## src/rtl/serial_adder.sv

```systemverilog
// Multi-cycle adder: accepts WIDTH-bit operands plus carry-in, adds DIGIT bits per clock
// through a single carry register, and returns sum/cout over a valid/ready handshake.
module serial_adder #(
  parameter int unsigned WIDTH = 8,
  parameter int unsigned DIGIT = 1
) (
  input  logic             clk,
  input  logic             rst_n,
  input  logic             in_valid,
  output logic             in_ready,
  input  logic [WIDTH-1:0] a,
  input  logic [WIDTH-1:0] b,
  input  logic             cin,
  output logic             out_valid,
  input  logic             out_ready,
  output logic [WIDTH-1:0] sum,
  output logic             cout
);

  localparam int unsigned DIGIT_SAFE = (DIGIT == 0) ? 1 : DIGIT;
  localparam int unsigned STEPS      = WIDTH / DIGIT_SAFE;
  localparam int unsigned CW         = $clog2(STEPS) + 1;

  if (WIDTH < 1 || DIGIT < 1 || DIGIT > WIDTH || (WIDTH % DIGIT_SAFE) != 0) begin : g_bad_params
    $error("serial_adder: WIDTH must be >= 1 and a multiple of DIGIT, with 1 <= DIGIT <= WIDTH");
  end

  typedef enum logic [1:0] {
    IDLE = 2'b00,
    RUN  = 2'b01,
    DONE = 2'b10
  } state_t;

  state_t state, state_nxt;

  logic [WIDTH-1:0] a_sh;
  logic [WIDTH-1:0] b_sh;
  logic [WIDTH-1:0] s_sh;
  logic [WIDTH-1:0] sum_r;
  logic             carry;
  logic             cout_r;
  logic [CW-1:0]    cnt;

  logic [DIGIT:0]   dsum;
  logic [WIDTH-1:0] s_next;
  logic             last_step;

  // One digit of the addition; the new digit enters the sum shifter from the top so
  // that after STEPS shifts the least-significant digit lands at bit 0.
  always_comb begin
    dsum      = {1'b0, a_sh[DIGIT-1:0]} + {1'b0, b_sh[DIGIT-1:0]} + {{DIGIT{1'b0}}, carry};
    s_next    = (s_sh >> DIGIT) | (WIDTH'(dsum[DIGIT-1:0]) << (WIDTH - DIGIT));
    last_step = (cnt == CW'(STEPS - 1));
  end

  always_ff @(posedge clk or negedge rst_n) begin
    if (!rst_n) begin
      state <= IDLE;
    end else begin
      state <= state_nxt;
    end
  end

  always_comb begin
    state_nxt = state;
    in_ready  = 1'b0;
    out_valid = 1'b0;
    case (state)
      IDLE: begin
        in_ready = 1'b1;
        if (in_valid) state_nxt = RUN;
      end
      RUN: begin
        if (last_step) state_nxt = DONE;
      end
      DONE: begin
        out_valid = 1'b1;
        if (out_ready) state_nxt = IDLE;
      end
      default: state_nxt = IDLE;
    endcase
  end

  always_ff @(posedge clk or negedge rst_n) begin
    if (!rst_n) begin
      a_sh   <= '0;
      b_sh   <= '0;
      s_sh   <= '0;
      sum_r  <= '0;
      carry  <= 1'b0;
      cout_r <= 1'b0;
      cnt    <= '0;
    end else begin
      case (state)
        IDLE: begin
          if (in_valid) begin
            a_sh  <= a;
            b_sh  <= b;
            s_sh  <= '0;
            carry <= cin;
            cnt   <= '0;
          end
        end
        RUN: begin
          a_sh  <= a_sh >> DIGIT;
          b_sh  <= b_sh >> DIGIT;
          s_sh  <= s_next;
          carry <= dsum[DIGIT];
          cnt   <= cnt + CW'(1);
          // Result registers only move on the final step, so sum/cout stay put
          // through RUN, DONE and the following IDLE.
          if (last_step) begin
            sum_r  <= s_next;
            cout_r <= dsum[DIGIT];
          end
        end
        default: ;
      endcase
    end
  end

  assign sum  = sum_r;
  assign cout = cout_r;

endmodule
```

## config.mk

```make
export PLATFORM = sky130hd
export DESIGN_NAME = serial_adder
export DESIGN_NICKNAME = d
export VERILOG_FILES = /design/src/rtl/serial_adder.sv
export SDC_FILE = /design/constraint.sdc
export NUM_CORES = 1
export LEC_CHECK = 0
export ABC_AREA = 1
export BUFFER_PORTS_ARGS = -buffer_cell sky130_fd_sc_hd__buf_4
export CELL_PAD_IN_SITES_DETAIL_PLACEMENT = 0
export CELL_PAD_IN_SITES_GLOBAL_PLACEMENT = 1
export CORE_MARGIN = 2
export CORE_UTILIZATION = 44
export CTS_CLUSTER_DIAMETER = 40
export DETAILED_ROUTE_END_ITERATION = 10
export PLACE_DENSITY_LB_ADDON = 0.12
export SLEW_MARGIN = 5
export SYNTH_ARGS = -nofsm -noshare
export SYNTH_HDL_FRONTEND = slang
export SYNTH_SLANG_ARGS = --single-unit
```

## constraint.sdc

```tcl
create_clock -name clk -period 1.7 [get_ports clk]
set_input_delay 0.425 -clock clk [delete_from_list [all_inputs] [get_ports clk]]
set_output_delay 0.425 -clock clk [all_outputs]
set_load 0.03 [all_outputs]
```

# After elaboration in Yosys (flattened, before gate mapping)
# Cells that the tools add are included.
dict set report totals {
  inputBits 21
  out_inout_bits 11
  ff_bits 40
}
dict set report classes {
  add_sub_neg 3
  n_eq_ne 6
  mux 16
  bitwise_logic 1
  reduce_logical 5
}
# operator n
set ops {}
lappend ops {{$pmux W8 S2} 3}
lappend ops {{$mux W8} 3}
lappend ops {{$or A7 B8 Y8} 1}
lappend ops {{$pmux W4 S2} 1}
lappend ops {{$mux W2} 3}
lappend ops {{$ne A2 B2 Y1 const B} 3}
lappend ops {{$pmux W2 S3} 1}
lappend ops {{$add A4 B1 Y4 const B} 1}
lappend ops {{$eq A4 B3 Y1 const B} 1}
lappend ops {{$mux W4} 1}
lappend ops {{$reduce_and A2 Y1} 2}
lappend ops {{$mux W1} 3}
lappend ops {{$reduce_and A3 Y1} 1}
lappend ops {{$add A1 B1 Y2} 1}
lappend ops {{$add A2 B1 Y2} 1}
lappend ops {{$eq A2 B1 Y1 const B} 1}
lappend ops {{$eq A2 B2 Y1 const B} 1}
lappend ops {{$logic_not A2 Y1} 1}
lappend ops {{$pmux W1 S2} 1}
lappend ops {{$reduce_bool A2 Y1} 1}

# Longest topological paths before layout
dict set report logic_depth {
  ltp_word 4
  mapped_depth 7
  depth_no_buf 6
}

# Least setup slack after synthesis
# OpenSTA, ideal clock, no wires.
dict set report synth_timing {
  path_type {register to output}
  start {reg state[0]}
  end {out in_ready}
  slack_ps 379
  required_time_ps 1275
  path_buffers 1
  t_arrival_ps 896
  stages_incl_launch_ff 3
  path_cell_list {dfrtp_1 -> nor2_2 -> buf_2}
}
dict set report synth_via {
  elab_chain_len 2
}
# item line_no
set synth_lines {}
lappend synth_lines {{start, declared} 34} ;# state_t state, state_nxt;
lappend synth_lines {{start signal, assigned} 60} ;# state <= state_nxt;
lappend synth_lines {{$logic_not A2 Y1} 68} ;# case (state)
lappend synth_lines {{$mux W1} 68}
lappend synth_lines {{end, declared} 10} ;# output logic in_ready,
# Every way passes these cells.

# Worst setup path after layout
# Ends and elaborated chain as after synthesis.

==> run_results.csv <==
group,metric,value,unit
outcome,status,"complete, no violations",
power,switching_power,1.51,mW
setup_path,r2r_start,"state[1]",
floorplan,rows,22,
power,peakVddDrop,678,uV
synthesis,async_flop_share,1.00,
global_route,gr-total-overflow,0,
routing,drtIter0Drc,118,
synthesis,netlist_top_cells_count,"nand2_1, nand3_1, dfrtp_1",
setup_path,cp-start-kind,"flop",
placement,gp_congestion,0.796,
final_layout,fill_cells,346,
final_layout,nNetsFinal,252,
floorplan,dieArea,0.00445,mm^2
final_layout,drive_gt1_frac,0.217,
synthesis,ys_types,21,
power,power.leakage,1.10,nW
floorplan,fp.dieW,66.7,um
final_layout,num_antenna_cells,0,
setup_path,r2r_setup_slack,0.26,ns
synthesis,syn_nets,221,
setup_path,critical_path.top_delay_family,"flip-flops",
placement,dpl.hpwl,2560,um
synthesis,yosys_register_bits,39,
global_route,grt_pass1_vias,1449,
sta,final.min_clock_period,1.52,ns
global_route,grt_max_degree,40,
routing,wl,3730,um
synthesis,synth_top_area_cell,"dfrtp_1",
clock_network,clk_pin_slew,0.08,ns
clock_network,cts_root_buf,"clkbuf_8",
sta,finalSetupTns,0,ns
clock_network,clock_sinks,39,
floorplan,ioPinCount,32,
setup_path,worstSetupPathType,"flop to output port",
synthesis,synth.most_common_cell,"nand2_1",
sta,period_share,0.897,
synthesis,synth_warnings,0,
power,combPwrFrac,0.379,
synthesis,synth_top_area_frac,0.564,
power,clockPowerShare,0.203,
placement,io_buffers,31,
routing,wl_per_cell,13.4,um
power,switching_share,0.401,
synthesis,ys.flop_type,"dfrtp_1",
sta,rsz0062_at_grt,"false",
sta,max_freq,656,MHz
sta,setup_violations,0,
global_route,grt_use_total,0.201,
setup_path,critPathArrivalTime,1.10,ns
setup_path,path_max_fanout,4,
final_layout,multi_input_area,663,um^2
clock_network,cts.repair.resized,0,
synthesis,synth_edf_count,0,
global_route,grt_antenna_before_repair,0,
synthesis,netlist_area,0.00173,mm^2
sta,finalHoldViolCount,0,
power,internal_power,2.26,mW
setup_path,crit_buf_inv,1,
final_layout,seq_area,976,um^2
power,p_total,3.77,mW
setup_path,crit_path_max_incr_delay,0.43,ns
clock_network,ctsHtreeMaxLevel,2,
sta,relSlewSlack,0.670,
sta,worstMarginPinSlew,0.495,ns
routing,antenna_left,0,
clock_network,cts_buffer_depth,2,
clock_network,post-cts-setup-buffers,0,
final_layout,syn2layout_area_growth,21.1,%
sta,finClkSkew,0.00628,ns
global_route,grt_pass1_wl,6670,um
setup_path,worst_setup_path_end_kind,"output port",
clock_network,cts_buffers,5,
floorplan,die_h,66.7,um
floorplan,initial_core_util,0.466,
setup_path,path_cells,"nor2_2, buf_4",
routing,viasPerCell,5.24,
sta,drv_slew,0,
floorplan,fp.coreArea,0.00372,mm^2
clock_network,cts_tree,"yes",
setup_path,crit_start,"state[0]",
synthesis,syn_avg_cell_area,8.75,um^2
setup_path,cp_data_required_time,1.27,ns
synthesis,yosys-top-cells-area,"dfrtp_1, nand3_1, nand2_1, buf_4, buf_6",
synthesis,ys_seq_area_frac,0.564,
power,p_seq_frac,0.417,
routing,post-route-drc-count,0,
worst_hold_path,hp-class,"input port to asynchronous set/reset pin",
run,maxCapViolCount,0,
setup_path,slowest_stage,"dfrtp_1",
synthesis,syn_inst,198,
routing,drt-pass1-iter-count,4,
clock_network,clk_latency,0.29,ns
power,power_density,1800,mW/mm^2
clock_network,cts_hold_buf,0,
routing,vias,1458,
-- kinds of logic after synthesis --
logic type | share of synthesized area
buffers and inverters | 0.0535
AOI/OAI and AO/OA | 0.0188
adders and majority gates | 0.0188
DFF | 0.564
and+or+nand+nor | 0.345
-- flip-flops by register name (all words and copies together), names as in the netlist --
name   cells
carry      1
cout       1
sum        8
b_sh       8
cnt        4
a_sh       8
s_sh       7
state      2
-- cell usage in the layout, fill, tap and decap left out, types with 2 or more instances in the layout --
| master | count |
|---|---|
| nand3_1 | 59 |
| o21ai_0 | 2 |
| inv_1 | 2 |
| dfrtp_1 | 39 |
| buf_4 | 36 |
| o21ai_1 | 2 |
| nand2_1 | 66 |
| nand2_2 | 2 |
| clkbuf_8 | 5 |
| nor2_1 | 5 |
| inv_2 | 2 |
-- through the flow --
stage	util	hold WS, ns	area, um^2	setup slack, ns	instances
finish	0.564	0.0914	2100	0.175	278
floorplan	-	0.129	1730	0.379	198
global placement	0.534	0.417	1980	0.330	270
detailed placement	0.534	0.427	1980	0.272	270
global route	0.564	0.126	2100	0.0894	278
CTS	0.564	0.105	2100	0.162	278
-- worst paths after layout --
path                            depth (start not counted)       end
min in group clk                                        2  state[1]
worst max register to register                          6   a_sh[4]
worst max-delay path                                    2  in_ready
worst min-delay path                                    1    sum[5]
max in group asynchronous                               1   s_sh[7]
worst min register to register                          2    sum[6]
-- power groups by stage --
stage | Sequential [mW] | Combinational (mW) | Clock (mW)
final | 1.58 | 1.43 | 0.768
after CTS | 1.57 | 1.45 | 0.789
after global routing | 1.63 | 1.62 | 0.829
after global placement | 1.57 | 1.42 | 0
after detailed placement | 1.58 | 1.45 | 0
after floorplan | 1.69 | 0.916 | 0
-- layout make-up --
| type | instances | share of cell area |
|---|---|---|
| clock buffer | 5 | 0.0328 |
| clock inverter | 3 | 0.0209 |
| inverter | 4 | 0.00716 |
| multi-input combinational | 143 | 0.316 |
| sequential | 39 | 0.465 |
| tap | 48 | 0.0286 |
| timing repair buffer | 36 | 0.129 |
-- routing by layer --
layer	GRT usage	wire length, um	vias to the layer above
met5	0	0	-
met4	0.0689	58	0
met3	0.0524	210	6
met2	0.340	1810	44
met1	0.247	1650	696
li1	-	-	712
No activity file was read; power rests on OpenSTA's default activity.
